--- config.mk ---
export PLATFORM = sky130hd
export DESIGN_NAME = reg_file_sb
export DESIGN_NICKNAME = d
export VERILOG_FILES = /design/src/rtl/reg_file_sb.sv
export SDC_FILE = /design/constraint.sdc
export NUM_CORES = 1
export LEC_CHECK = 0
export ABC_AREA = 0
export CORE_ASPECT_RATIO = 0.5
export CORE_MARGIN = 2
export CORE_UTILIZATION = 55
export DETAILED_ROUTE_END_ITERATION = 8
export DONT_BUFFER_PORTS = 1
export GPL_TIMING_DRIVEN = 0
export PLACE_DENSITY = 0.7
export SLEW_MARGIN = 30
export SYNTH_ARGS = -nofsm -noshare
export SYNTH_HDL_FRONTEND = slang
export SYNTH_SLANG_ARGS = --single-unit
--- constraint.sdc ---
create_clock -name clk -period 7.9 [get_ports clk]
set_clock_uncertainty 0.05 [all_clocks]
set_input_delay 1.58 -clock clk [delete_from_list [all_inputs] [get_ports clk]]
set_output_delay 1.58 -clock clk [all_outputs]
set_load 0.05 [all_outputs]
--- src/rtl/reg_file_sb.sv ---
//------------------------------------------------------------------------------
// reg_file_sb : 2R/1W register file with per-register busy scoreboard and
//               post-reset clear sweep. Optional macro: REGFILE_BYPASS_EN.
// Rev 1.0
//------------------------------------------------------------------------------
`default_nettype none

module reg_file_sb #(
  parameter int DATA_W   = 32,
  parameter int ADDR_W   = 5,
  parameter int ZERO_REG = 1
) (
  input  logic              clk,
  input  logic              rst,
  output logic              initDone,
  input  logic [ADDR_W-1:0] readReg1,
  output logic [DATA_W-1:0] readDat1,
  output logic              readBusy1,
  input  logic [ADDR_W-1:0] readReg2,
  output logic [DATA_W-1:0] readDat2,
  output logic              readBusy2,
  input  logic              regWrite,
  input  logic [ADDR_W-1:0] writeReg,
  input  logic [DATA_W-1:0] writeData,
  input  logic              reserve,
  input  logic [ADDR_W-1:0] reserveReg,
  output logic [ADDR_W:0]   pendingCount
);

  localparam int DEPTH = 2**ADDR_W;
  localparam logic [0:0] S_CLEAR = 1'b0;
  localparam logic [0:0] S_RUN   = 1'b1;

  logic [0:0]        r_state;
  logic [0:0]        w_state_nxt;
  logic [ADDR_W-1:0] r_clrIdx;
  logic [DATA_W-1:0] r_mem [DEPTH];
  logic [DEPTH-1:0]  r_busy;
  logic [DEPTH-1:0]  w_busy_nxt;
  logic [ADDR_W:0]   r_pending;

  logic              w_run;
  logic              w_wr_en;
  logic              w_rsv_en;
  logic              w_set;
  logic              w_clr;
  logic              w_mem_we;
  logic [ADDR_W-1:0] w_mem_addr;
  logic [DATA_W-1:0] w_mem_data;

  assign w_run    = (r_state == S_RUN);
  assign w_wr_en  = w_run && regWrite && !((ZERO_REG != 0) && (writeReg == '0));
  assign w_rsv_en = w_run && reserve  && !((ZERO_REG != 0) && (reserveReg == '0));

  // Count moves only on real busy transitions; reserve wins over a same-register write.
  assign w_set = w_rsv_en && !r_busy[reserveReg];
  assign w_clr = w_wr_en && r_busy[writeReg] && !(w_rsv_en && (reserveReg == writeReg));

  // FSM: state register
  always_ff @(posedge clk) begin
    if (rst) begin
      r_state  <= S_CLEAR;
      r_clrIdx <= '0;
    end else begin
      r_state <= w_state_nxt;
      if (r_state == S_CLEAR) begin
        r_clrIdx <= r_clrIdx + 1'b1;
      end
    end
  end

  // FSM: next state
  always_comb begin
    w_state_nxt = r_state;
    case (r_state)
      S_CLEAR: if (&r_clrIdx) w_state_nxt = S_RUN;
      S_RUN:   w_state_nxt = S_RUN;
      default: w_state_nxt = S_CLEAR;
    endcase
  end

  // FSM: outputs
  always_comb begin
    initDone = (r_state == S_RUN);
  end

  // Single write port shared by the clear sweep and normal writeback keeps the array RAM-mappable.
  always_comb begin
    w_mem_we   = 1'b0;
    w_mem_addr = writeReg;
    w_mem_data = writeData;
    if (!w_run) begin
      w_mem_we   = 1'b1;
      w_mem_addr = r_clrIdx;
      w_mem_data = '0;
    end else if (w_wr_en) begin
      w_mem_we = 1'b1;
    end
  end

  always_ff @(posedge clk) begin
    if (!rst && w_mem_we) begin
      r_mem[w_mem_addr] <= w_mem_data;
    end
  end

  always_comb begin
    w_busy_nxt = r_busy;
    if (w_wr_en)  w_busy_nxt[writeReg]   = 1'b0;
    if (w_rsv_en) w_busy_nxt[reserveReg] = 1'b1;
  end

  always_ff @(posedge clk) begin
    if (rst) begin
      r_busy    <= '0;
      r_pending <= '0;
    end else begin
      r_busy    <= w_busy_nxt;
      r_pending <= r_pending + {{ADDR_W{1'b0}}, w_set} - {{ADDR_W{1'b0}}, w_clr};
    end
  end

  assign pendingCount = r_pending;

  always_comb begin
    readDat1  = '0;
    readBusy1 = 1'b0;
    if (w_run && !((ZERO_REG != 0) && (readReg1 == '0))) begin
      readDat1  = r_mem[readReg1];
      readBusy1 = r_busy[readReg1];
`ifdef REGFILE_BYPASS_EN
      if (w_wr_en && (writeReg == readReg1)) begin
        readDat1  = writeData;
        readBusy1 = w_rsv_en && (reserveReg == readReg1);
      end
`endif
    end
  end

  always_comb begin
    readDat2  = '0;
    readBusy2 = 1'b0;
    if (w_run && !((ZERO_REG != 0) && (readReg2 == '0))) begin
      readDat2  = r_mem[readReg2];
      readBusy2 = r_busy[readReg2];
`ifdef REGFILE_BYPASS_EN
      if (w_wr_en && (writeReg == readReg2)) begin
        readDat2  = writeData;
        readBusy2 = w_rsv_en && (reserveReg == readReg2);
      end
`endif
    end
  end

endmodule

`default_nettype wire

### Yosys cells after proc, flatten, opt, wreduce, memory -nomap -nowiden

Memories as Yosys holds them, arrays and structs flattened.
Cells that the tools add are included.

| word-level totals | value |
|---|---|
| RAM bits | 1024 |
| ROM bits | 0 |
| bits in latches | 0 |
| input port bits | 56 |
| register bits after elaboration | 44 |
| memories | 1 |
| output and inout bits | 73 |

Memories:

| name | depth | bits a word | read ports | clocked after memory_dff | write ports | line | text |
|---|---|---|---|---|---|---|---|
| r_mem | 32 | 32 | 2 | 0 | 1 | 37 | `logic [DATA_W-1:0] r_mem [DEPTH];` |

| cells by class | value |
|---|---|
| order comparisons | 6 |
| divide/modulo/power cells | 0 |
| $add $sub $neg | 3 |
| mux-type cells | 26 |
| reduce and logical (&&, ||, !) cells | 25 |
| multipliers | 0 |
| shift operators | 0 |
| eq/ne operators | 1 |
| bitwise logic cells | 4 |

Operators with widths:

| operator | count |
|---|---|
| $mux W32 | 5 |
| $and A32 B32 Y32 | 1 |
| $not A32 Y32 | 1 |
| $or A32 B32 Y32 | 1 |
| $lt A5 B6 Y1 const B | 4 |
| $bmux W1 S5 | 4 |
| $logic_not A5 Y1 | 4 |
| $logic_and A1 B1 Y1 | 13 |
| $mux W1 | 13 |
| $demux W1 S5 | 2 |
| $ge A5 B1 Y1 const B | 2 |
| $logic_not A1 Y1 | 7 |
| $add A6 B1 Y6 | 1 |
| $sub A6 B1 Y6 | 1 |
| $add A5 B1 Y5 const B | 1 |
| $eq A5 B5 Y1 | 1 |
| $mux W5 | 1 |
| $reduce_and A5 Y1 | 1 |
| $pmux W1 S2 | 1 |
| $not A1 Y1 | 1 |

### Depth between registers and ports, before layout

| depth | value |
|---|---|
| depth after elaboration | 9 |
| mapped depth | 17 |
| depth with buffers taken out | 15 |

### Worst setup path before layout

No wires, ideal clock.

| timing | value |
|---|---|
| path kind | in2out |
| start point | in readReg1[0] |
| end point | out readDat1[10] |
| arrival time | 3197 ps |
| required time | 6270 ps |
| path buffers | 3 |
| cell stages on the path | 7 |
| setup slack | 3073 ps |
| cells stage by stage | buf_2 buf_6 buf_4 mux4_2 mux2i_1 o22ai_1 or2_1 |

| on the way | value |
|---|---|
| longest elaborated chain between the ends | 4 |
| elaborated cells between the ends (all ways) | 5 |
| those cells by class | mux: 1; reduce/logical: 3; memory: 1 |

RTL lines:

| item | line | text |
|---|---|---|
| start, declared | 16 | `input logic [ADDR_W-1:0] readReg1,` |
| parallel branches: the longest is 3 deep, another holds $mem_v2 Z32 W32 | - |  |
| $mux W32 (*) | 128 | `if (w_run && !((ZERO_REG != 0) && (readReg1 == '0))) begin` |
| end, declared | 17 | `output logic [DATA_W-1:0] readDat1,` |

Mark *: on every way between the ends.

### Final worst setup path

| timing | value |
|---|---|
| start point | in readReg2[3] |
| end point | out readDat2[14] |

| on the way | value |
|---|---|
| longest elaborated chain between the ends | 4 |
| elaborated cells between the ends (all ways) | 5 |
| those cells by class | mux: 1; reduce/logical: 3; memory: 1 |

RTL lines:

| item | line | text |
|---|---|---|
| start, declared | 19 | `input logic [ADDR_W-1:0] readReg2,` |
| parallel branches: the longest is 3 deep, another holds $mem_v2 Z32 W32 | - |  |
| $mux W32 (*) | 143 | `if (w_run && !((ZERO_REG != 0) && (readReg2 == '0))) begin` |
| end, declared | 20 | `output logic [DATA_W-1:0] readDat2,` |

Marked as above.

==> out/qor.csv <==
metric,value,unit
detailed-placement wirelength estimate,110000,um
clock latency reported for the late side of the worst-skew pair,0.71,ns
deepest level of the CTS H-tree,3,
pre-CTS setup slack,1.13,ns
fin crit period,6.96,ns
startpoint-to-endpoint class of the critical path,in2out,
number of buffers inserted for hold repair after clock tree synthesis,0,
clock tree root driver cell,sky130_fd_sc_hd__clkbuf_16,
area of all sequential standard cells,31600,um^2
slowest library cell on the worst path,sky130_fd_sc_hd__nor3_1,
core occupancy in the finished layout,63.1,%
synthesized instance count,2614,
sw frac,22.4,%
run status,completed,
proportion of synthesized chip area in sequential cells,62.4,%
GR Util All Layers,34.1,%
die width,433,um
pin count of the biggest net entering global routing,33,
combinational group share of total power,7.3,%
Yosys warning total,0,
post-route worst hold slack,0.471,ns
count of standard-cell rows,78,
switching pwr,2.62,mW
Critical Path RT,6.27,ns
Post-Place Cells,3920,
initial DRC count,5406,
# port buffers,0,
starting utilization of the core area,55.7,%
io pins,129,
netlist area before placement,50700,um^2
P&R area growth vs syn,13.3,%
number of endpoints with negative hold slack in the final report,0,
worst hold path class,reg2reg,
leakage power total,18.2,nW
wire length of the first global-routing pass,222000,um
setup ws final,0.944,ns
"Design Area, Final",57400,um^2
Synth top area share,60.7,%
clock sink total,1068,
maximum capacitance violations,0,
count of flip-flops with a built-in enable after synthesis,1024,
die height,219,um
first drt pass iteration count,6,
Worst VDD drop,166,uV
f_max,144,MHz
overall power after layout,11.7,mW
most common cell in the netlist,sky130_fd_sc_hd__edfxtp_1,
cell seen most often among critical-path stages,sky130_fd_sc_hd__clkbuf_1,
Pwr per Cell Area,204,nW/um^2
critical-path maximum fanout,10,
number of buffers added by the clock tree synthesis step,94,
post-route DRC violation count,0,
total of cells resized after clock tree synthesis,0,
DRT Wirelength,159000,um
unrepaired setup endpoints after global routing,false,
DR WL/cell,38.9,um
arrival time worst endpoint,5.33,ns
setup total negative slack,0,ns
max-slew violation total from the final report,0,
share of flip-flops with an asynchronous set or reset,0,%
Worst Setup End Kind,primary output,
post-detailed-route via-to-cell ratio,7.38,
Post-Syn Nets,2679,
die outline area,94700,um^2
total area of multi-input combinational cells,18200,um^2
Worst-path clk slew,0.07,ns
filler cell count,6116,
power share of the sequential group,52.7,%
dominant synthesized flop cell,sky130_fd_sc_hd__edfxtp_1,
delay of the slowest critical-path stage,0.82,ns
leftover overflow at the end of global routing,0,
"top cells by area, synth","sky130_fd_sc_hd__edfxtp_1 61%, sky130_fd_sc_hd__mux4_2 24%, sky130_fd_sc_hd__mux2i_1 5.5%",
power share of the clock group,40.0,%
remaining antenna violation count after routing,0,
TritonCTS clock tree,built,
critical-path cell list,buf_2 > nor3_1 > or4_1 > clkbuf_1 > clkbuf_1 > o22ai_1 > or2_1,
flip-flop and latch count after synthesis,1068,
kind of start point of the critical path,primary input,
vias in the first global route,29800,
placement-stage cell area,54300,um^2
unique cell type count in the Yosys netlist,43,
ratio of final minimum period to clock period,88.1,%
largest area contributor in the netlist,sky130_fd_sc_hd__edfxtp_1,
area of the core,91000,um^2
Post-CTS Repair Setup Buffers,0,
number of setup violations in the final report,0,
Layout Cells excl Fill,4095,
cell types with the highest counts after synthesis,"1024 x sky130_fd_sc_hd__edfxtp_1, 540 x sky130_fd_sc_hd__mux4_2, 276 x sky130_fd_sc_hd__mux2i_1",
internal power consumption,9.07,mW
routability cong.,0.989,
number of antenna violations at the first check in global routing,8,
worst slew margin relative to its limit,22.2,%
layout cell share with drive strength beyond 1,32.1,%
Max clock buf depth,3,
Layout Nets,2841,
measured slew at the worst slew-check pin,1.16,ns
mean instance size in the synthesized netlist,19.4,um^2
number of vias in the routed layout,30200,
-- layer usage --
layer	routed length (um)	up-vias	part of all wire [%]	GRT usage, %
li1	-	11500	-	-
met1	59600	16000	37	47.7
met2	70800	2408	45	50.4
met3	23200	348	15	12.2
met4	5450	4	3.4	11.0
met5	23	-	0.014	0
-- path summary, 6_finish.rpt --
kind	endpoint	from	cells after the start	slack [ns]
worst min-delay path	r_busy[6]	r_busy[6]	2	0.47
worst min register to register	r_busy[6]	r_busy[6]	2	0.47
worst max register to register	pendingCount[5]	initDone	14	3.76
worst max-delay path	readDat2[14]	readReg2[3]	7	0.94
-- logic make-up after synthesis --
| logic type | synth area share [%] |
|---|---|
| AND/OR/NAND/NOR | 2.82 |
| multiplexers | 29.5 |
| adder cells (fa/ha/maj) | 0.237 |
| buffers and inverters | 2.26 |
| flip-flops | 62.4 |
| XOR/XNOR | 0.207 |
| AO/OA/AOI/OAI | 2.60 |
-- worst max-delay path: cells and delay by family --
kind	cells	cell delay, ns
AO/OA/AOI/OAI	1	0.35
buffers and inverters	3	1.81
AND/OR/NAND/NOR	3	1.56
-- cells in the final DEF, fill, tap and decap left out, types with 9 or more instances in the layout --
cell type	count
sky130_fd_sc_hd__o21ai_0	34
sky130_fd_sc_hd__buf_4	29
sky130_fd_sc_hd__nand3_1	14
sky130_fd_sc_hd__buf_1	28
sky130_fd_sc_hd__nor2b_1	12
sky130_fd_sc_hd__nand2_1	56
sky130_fd_sc_hd__nor2_1	23
sky130_fd_sc_hd__nor2_4	32
sky130_fd_sc_hd__mux2i_1	276
sky130_fd_sc_hd__buf_16	62
sky130_fd_sc_hd__buf_2	37
sky130_fd_sc_hd__clkbuf_2	14
sky130_fd_sc_hd__buf_6	29
sky130_fd_sc_hd__bufinv_16	9
sky130_fd_sc_hd__clkbuf_1	83
sky130_fd_sc_hd__clkinv_1	19
sky130_fd_sc_hd__and2_2	32
sky130_fd_sc_hd__clkinv_2	12
sky130_fd_sc_hd__dfxtp_1	44
sky130_fd_sc_hd__or2_1	66
sky130_fd_sc_hd__a21oi_1	38
sky130_fd_sc_hd__clkbuf_16	97
sky130_fd_sc_hd__edfxtp_1	1024
sky130_fd_sc_hd__mux4_2	540
sky130_fd_sc_hd__o22ai_1	136
sky130_fd_sc_hd__inv_1	13
-- state kept, by name, summed over array words and instances (netlist names) --
| signal | cells |
|---|---|
| r_mem | 1024 |
| initDone | 1 |
| r_busy | 32 |
| r_clrIdx | 5 |
| pendingCount | 6 |
-- power by group through the flow --
stage / Sequential [mW] / Combinational, mW / Clock (mW)
after floorplan: 6.28 / 0.561 / 0
after global placement: 6.29 / 0.797 / 0
after detailed placement: 6.29 / 0.838 / 0
after CTS: 6.16 / 0.841 / 4.68
after global routing: 6.16 / 0.880 / 4.90
final: 6.16 / 0.853 / 4.67
-- final cells by class --
type,instances,share of cell area [%]
clock buffer,117,4.36
timing repair buffer,66,3.10
clock inverter,52,0.889
buffer,200,1.99
sequential,1068,55.1
antenna,6,0.0262
multi-input combinational,1333,31.7
tap,1240,2.70
inverter,13,0.0850
Note: power is estimated with default switching activity, not from simulation.
